### src/rtl/clk_mgmt_pkg.sv
// Shared definitions for the DCM clock-management supervisor: FSM states,
// clock-tree constants and the expected-transition helper.
package clk_mgmt_pkg;

  typedef enum logic [2:0] {
    ST_DCM_RST   = 3'd0,
    ST_WAIT_LOCK = 3'd1,
    ST_MEASURE   = 3'd2,
    ST_RUN       = 3'd3,
    ST_FAULT     = 3'd4
  } sup_state_e;

  localparam int DIV_RATIO   = 10;
  localparam int CLK_IN_HZ   = 50_000_000;
  localparam int SYNC_STAGES = 2;

  // The returned toggle flips once per derived-clock cycle, so one transition
  // arrives every DIV_RATIO board-clock cycles.
  function automatic int expected_count(input int window, input int div_ratio);
    return window / div_ratio;
  endfunction

endpackage

### src/rtl/sync_2ff.sv
// Two-flop synchroniser for slow, asynchronous level signals; resets to 0.
module sync_2ff #(
  parameter int W = 1
) (
  input  logic         clk,
  input  logic         rst,
  input  logic [W-1:0] d,
  output logic [W-1:0] q
);

  logic [W-1:0] meta_q;
  logic [W-1:0] sync_q;

  always_ff @(posedge clk or posedge rst) begin
    if (rst) begin
      meta_q <= '0;
      sync_q <= '0;
    end else begin
      meta_q <= d;
      sync_q <= meta_q;
    end
  end

  assign q = sync_q;

endmodule

### src/rtl/clk_lock_supervisor.sv
// Sequences the DCM reset, waits for LOCKED, verifies the divided clock by
// counting returned-toggle transitions per window, and retries or faults.
module clk_lock_supervisor
  import clk_mgmt_pkg::*;
#(
  parameter int RST_CYCLES   = 8,
  parameter int LOCK_TIMEOUT = 50000,
  parameter int WINDOW       = 1000,
  parameter int EXPECTED     = expected_count(WINDOW, DIV_RATIO),
  parameter int TOL          = 2,
  parameter int MAX_RETRIES  = 3
) (
  input  logic       clk,
  input  logic       rst,
  input  logic       lock_in,
  input  logic       tog_in,
  output logic       dcm_rst,
  output logic       clk_ok,
  output logic       fault,
  output logic [1:0] retries
);

  localparam int TW = $clog2(LOCK_TIMEOUT > RST_CYCLES ? LOCK_TIMEOUT : RST_CYCLES);
  localparam int WW = $clog2(WINDOW);
  localparam logic [7:0] CNT_LO = 8'(EXPECTED - TOL);
  localparam logic [7:0] CNT_HI = 8'(EXPECTED + TOL);

  logic lock_s, tog_s, tog_d_q;
  logic trans;

  sync_2ff #(.W(1)) u_sync_lock (.clk(clk), .rst(rst), .d(lock_in), .q(lock_s));
  sync_2ff #(.W(1)) u_sync_tog  (.clk(clk), .rst(rst), .d(tog_in),  .q(tog_s));

  sup_state_e    state_q, state_d;
  logic [TW-1:0] timer_q, timer_d;
  logic [WW-1:0] win_q, win_d;
  logic [7:0]    cnt_q, cnt_d, cnt_inc;
  logic [1:0]    retries_q, retries_d;
  logic          dcm_rst_q, dcm_rst_d;
  logic          clk_ok_q, clk_ok_d;
  logic          fault_q, fault_d;
  logic          win_last, in_range, fail;

  assign trans    = tog_s ^ tog_d_q;
  // The window verdict includes a transition detected on the last cycle itself.
  assign cnt_inc  = (trans && (cnt_q != 8'hFF)) ? cnt_q + 8'd1 : cnt_q;
  assign win_last = (win_q == WW'(WINDOW - 1));
  assign in_range = (cnt_inc >= CNT_LO) && (cnt_inc <= CNT_HI);

  always_comb begin
    state_d   = state_q;
    timer_d   = timer_q;
    win_d     = win_q;
    cnt_d     = cnt_q;
    retries_d = retries_q;
    fail      = 1'b0;
    case (state_q)
      ST_DCM_RST: begin
        if (timer_q == TW'(RST_CYCLES - 1)) begin
          state_d = ST_WAIT_LOCK;
          timer_d = '0;
        end else begin
          timer_d = timer_q + 1'b1;
        end
      end
      ST_WAIT_LOCK: begin
        if (lock_s) begin
          state_d = ST_MEASURE;
          timer_d = '0;
          win_d   = '0;
          cnt_d   = '0;
        end else if (timer_q == TW'(LOCK_TIMEOUT - 1)) begin
          fail = 1'b1;
        end else begin
          timer_d = timer_q + 1'b1;
        end
      end
      ST_MEASURE, ST_RUN: begin
        // Losing lock outranks a window verdict in the same cycle.
        if (!lock_s) begin
          fail = 1'b1;
        end else if (win_last) begin
          if (in_range) begin
            state_d   = ST_RUN;
            retries_d = 2'd0;
            win_d     = '0;
            cnt_d     = '0;
          end else begin
            fail = 1'b1;
          end
        end else begin
          win_d = win_q + 1'b1;
          cnt_d = cnt_inc;
        end
      end
      ST_FAULT: begin
        state_d = ST_FAULT;
      end
      default: begin
        state_d = ST_DCM_RST;
        timer_d = '0;
      end
    endcase
    if (fail) begin
      timer_d = '0;
      if (retries_q != 2'd3) retries_d = retries_q + 2'd1;
      state_d = (retries_q == 2'(MAX_RETRIES - 1)) ? ST_FAULT : ST_DCM_RST;
    end
  end

  // Outputs are registered from the next state so they line up with it.
  always_comb begin
    dcm_rst_d = (state_d == ST_DCM_RST) || (state_d == ST_FAULT);
    clk_ok_d  = (state_d == ST_RUN);
    fault_d   = (state_d == ST_FAULT);
  end

  always_ff @(posedge clk or posedge rst) begin
    if (rst) begin
      state_q   <= ST_DCM_RST;
      timer_q   <= '0;
      win_q     <= '0;
      cnt_q     <= '0;
      retries_q <= 2'd0;
      tog_d_q   <= 1'b0;
      dcm_rst_q <= 1'b1;
      clk_ok_q  <= 1'b0;
      fault_q   <= 1'b0;
    end else begin
      state_q   <= state_d;
      timer_q   <= timer_d;
      win_q     <= win_d;
      cnt_q     <= cnt_d;
      retries_q <= retries_d;
      tog_d_q   <= tog_s;
      dcm_rst_q <= dcm_rst_d;
      clk_ok_q  <= clk_ok_d;
      fault_q   <= fault_d;
    end
  end

  assign dcm_rst = dcm_rst_q;
  assign clk_ok  = clk_ok_q;
  assign fault   = fault_q;
  assign retries = retries_q;

endmodule

### config.mk
export PLATFORM = sky130hd
export DESIGN_NAME = clk_lock_supervisor
export DESIGN_NICKNAME = d
export VERILOG_FILES = /design/src/rtl/clk_mgmt_pkg.sv /design/src/rtl/sync_2ff.sv /design/src/rtl/clk_lock_supervisor.sv
export SDC_FILE = /design/constraint.sdc
export NUM_CORES = 1
export LEC_CHECK = 0
export BUFFER_PORTS_ARGS = -buffer_cell sky130_fd_sc_hd__buf_2
export CAP_MARGIN = 20
export CORE_UTILIZATION = 56
export CTS_BUF_LIST = sky130_fd_sc_hd__clkbuf_4 sky130_fd_sc_hd__clkbuf_8 sky130_fd_sc_hd__clkbuf_16
export DETAILED_ROUTE_END_ITERATION = 10
export PLACE_DENSITY = 0.83
export SYNTH_ARGS = -nofsm -noshare
export SYNTH_HDL_FRONTEND = slang
export SYNTH_SLANG_ARGS = --single-unit
### constraint.sdc
create_clock -name clk -period 6.5 [get_ports clk]
set_input_delay 0.975 -clock clk [delete_from_list [all_inputs] [get_ports clk]]
set_output_delay 0.975 -clock clk [all_outputs]
set_load 0.005 [all_outputs]
==> impl_summary.txt <==
----------------------------------------------------
[Status]
  Status ... finished, violations left
  Violated checks ... design-rule violations

[Flow run]
  Count of max-cap constraint violations ... 0

[Layout]
  Share of cells above drive strength 1 ... 0.116
  Post-layout utilization of the core ... 0.646
  Most used cells in the layout excluding fill and tap cells ... 46 x sky130_fd_sc_hd__dfrtp_1, 24 x sky130_fd_sc_hd__o21ai_0, 19 x sky130_fd_sc_hd__nand2_1
  Design area ... 2890 um^2
  Area overhead of the layout relative to synthesis ... 7.50%
  Most common cell after layout, fill and taps aside ... sky130_fd_sc_hd__dfrtp_1
  Antenna Cells ... 0
  Nets ... 310

[Floorplan]
  Chip width ... 71.3 um
  Effective utilization at floorplan ... 0.601
  Total die area ... 5080 um^2
  Chip height ... 71.3 um
  Core Rows ... 24
  Std-Cell Core Area ... 4470 um^2
  Number of top-level pins ... 9

[Pwr]
  Leakage dissipation ... 1.17 nW
  Portion of total power attributed to combinational logic ... 0.388
  Share of total power in sequential cells ... 0.396
  Switching share of total power ... 0.398
  Largest voltage drop on the vdd net ... 0.000176 V
  Total Power ... 1.02 mW
  Sw Pwr ... 0.404 mW
  Power density over the cells ... 351 nW/um^2
  Share of total power in the clock network ... 0.216
  Design internal power ... 0.611 mW

[Routing]
  Total detailed-routing wirelength ... 5490 um
  DRC violation total after the first TritonRoute iteration ... 154
  Pre-antenna DRT Iters ... 8
  Count of antenna-violating nets left after detailed routing ... 0
  Detail-routed net length per standard cell ... 15.5 um
  Avg Vias per Cell ... 6.38
  Remaining design rule violation count ... 1
  Vias ... 2258

[Critical path]
  Data arrival time of the critical path ... 2.82 ns
  Critical Path End Type ... register
  Critical path type ... reg2reg
  Required arrival time at the worst endpoint ... 6.69 ns
  Critical path peak fanout ... 19
  Cell count of the worst reg-to-reg path ... 7
  Register-to-register setup slack ... 3.87 ns
  Startpoint kind of the worst setup timing path ... register

[Timing]
  RSZ-0062 raised after global routing ... no
  Crit path time final ... 2.63 ns
  Final setup violating endpoints ... 0
  Worst-case headroom to the max-slew limit ... 0.379
  Worst-case hold slack ... 0.356 ns
  Setup Total Neg Slack ... 0 ns
  Fin Clk Skew ... 0.0165 ns
  Count of final max-slew check failures ... 0
  Fmax achieved ... 381 MHz
  Ratio of final minimum period to clock period ... 0.404
  Worst slew pin tran ... 0.920 ns
  Hold Fails Final Rpt ... 0

[CTS]
  Number of H-tree branching levels ... 2
  Count of instances resized after the clock tree is built ... 0
  Clock latency at the later pin of the worst-skew pair ... 0.30 ns
  CTS Hold Buffers Added ... 0
  CTS tree ... done
  Root buf cell ... sky130_fd_sc_hd__clkbuf_8
  CTS Buf Count ... 5
  Bufs on Longest Clock Path ... 2
  # Post-CTS Setup Buffers ... 0
  Clock net sink count ... 47
  Clock slew at reported path FFs ... 0.08 ns

[Min path]
  Hold Path Depth ... 0
  Class of the worst hold path ... reg2reg

[Placement]
  Cell area reported after detailed placement ... 2750 um^2
  Placer Congestion ... 0.884
  Detail Placement HPWL ... 3830 um
  Number of buffers inserted by port buffering ... 8

[Yosys]
  Most common flop cell mapped by yosys ... sky130_fd_sc_hd__dfrtp_1
  Mean post-synth cell area ... 9.17 um^2
  Total number of yosys warnings ... 0
  Synth cell types ... 54
  Async set or reset register ratio after synthesis ... 1.00
  Sequential-to-total area share from yosys stat ... 0.438
  Number of synthesized register bits ... 47
  Synth Cell Area ... 2690 um^2
  Post-synth EDFFs ... 0
  Synthesized Nets ... 302
  Post-synthesis cell count ... 293

[Global routing]
  Largest net degree at the start of global routing ... 48
  Overall fraction of global-route tracks in use ... 0.232
  First-pass GRT wire length ... 9400 um
  Leftover overflow at the end of global routing ... 0
  Via count of the first global-routing pass ... 2123
  Initial antenna violation count ... 0

----------------------------------------------------
-- power by group through the flow --
stage,combinational [mW],sequential (mW),clock (mW)
after global routing,0.445,0.411,0.236
after detailed placement,0.389,0.406,0
after global placement,0.375,0.405,0
after CTS,0.390,0.401,0.226
final,0.393,0.402,0.220
after floorplan,0.311,0.388,0
-- area by class of cell --
| class | count | area (um^2) |
|---|---|---|
| Multi-Input combinational cell | 219 | 1390 |
| Fill cell | 349 | 1590 |
| Timing Repair Buffer | 11 | 75.1 |
| Sequential cell | 47 | 1180 |
| Tap cell | 52 | 65.1 |
| Inverter | 17 | 63.8 |
| Clock buffer | 6 | 82.6 |
| Clock inverter | 2 | 35.0 |
-- through the flow --
stage / cells / setup WS [ns]
final: 354 / 3.87
after floorplan: 293 / 4.41
after global routing: 354 / 3.62
after detailed placement: 345 / 3.90
after global placement: 345 / 3.96
after CTS: 353 / 3.89
-- path summary, 6_finish.rpt --
path / start / end
max: cnt_q[0]$_DFFE_PP0P_ / clk_ok$_DFF_PP0_
min: u_sync_lock.meta_q$_DFF_PP0_ / u_sync_lock.q$_DFF_PP0_
max reg2reg: cnt_q[0]$_DFFE_PP0P_ / clk_ok$_DFF_PP0_
min reg2reg: u_sync_lock.meta_q$_DFF_PP0_ / u_sync_lock.q$_DFF_PP0_
max in group asynchronous: rst / dcm_rst$_DFF_PP1_
min in group asynchronous: rst / win_q[5]$_DFFE_PP0P_
-- critical path, stage by stage (launching register included) --
cell                        delay, ns
sky130_fd_sc_hd__dfrtp_1         0.44
sky130_fd_sc_hd__ha_1            0.23
sky130_fd_sc_hd__nand2_1         0.12
sky130_fd_sc_hd__a2111oi_2       0.40
sky130_fd_sc_hd__xnor2_1         0.21
sky130_fd_sc_hd__nand4_2         0.22
sky130_fd_sc_hd__o21a_1          0.52
sky130_fd_sc_hd__nor4b_2         0.38
-- cell families after synthesis --
logic type / after synthesis / synth area share
AOI/OAI and AO/OA: 88 / 0.214
xor gates and xnor gates: 6 / 0.0224
adders and majority gates: 5 / 0.0233
buffers and inverters: 27 / 0.0447
DFF: 47 / 0.438
muxes: 8 / 0.0303
and+or+nand+nor: 112 / 0.228
-- cell usage after synthesis, drive strengths merged, types with 6 or more instances --
master,n,share of area
inv,17,0.024
a21oi,22,0.049
mux2i,7,0.026
nand2,19,0.027
and3,11,0.026
dfrtp,46,0.43
o211ai,6,0.017
o21ai,27,0.050
nor3,15,0.028
a31oi,10,0.023
nor2,18,0.025
clkbuf,6,0.0088
nand3,12,0.022
-- metal layers --
metal | vias up | wire (um) | track usage
met5 | - | 0 | 0
met2 | 64 | 2670 | 0.393
li1 | 1105 | - | -
met3 | 9 | 211 | 0.0422
met4 | 0 | 72 | 0.0711
met1 | 1080 | 2540 | 0.305
-- registers in the layout, summed over array words and instances, names as in the netlist --
name	cells
clk_ok	1
cnt_q	8
dcm_rst	1
fault	1
retries	2
state_q	3
timer_q	16
tog_d_q	1
u_sync_lock.meta_q	1
u_sync_lock.q	1
u_sync_tog.meta_q	1
u_sync_tog.q	1
win_q	10
No activity file was read; power rests on OpenSTA's default activity.
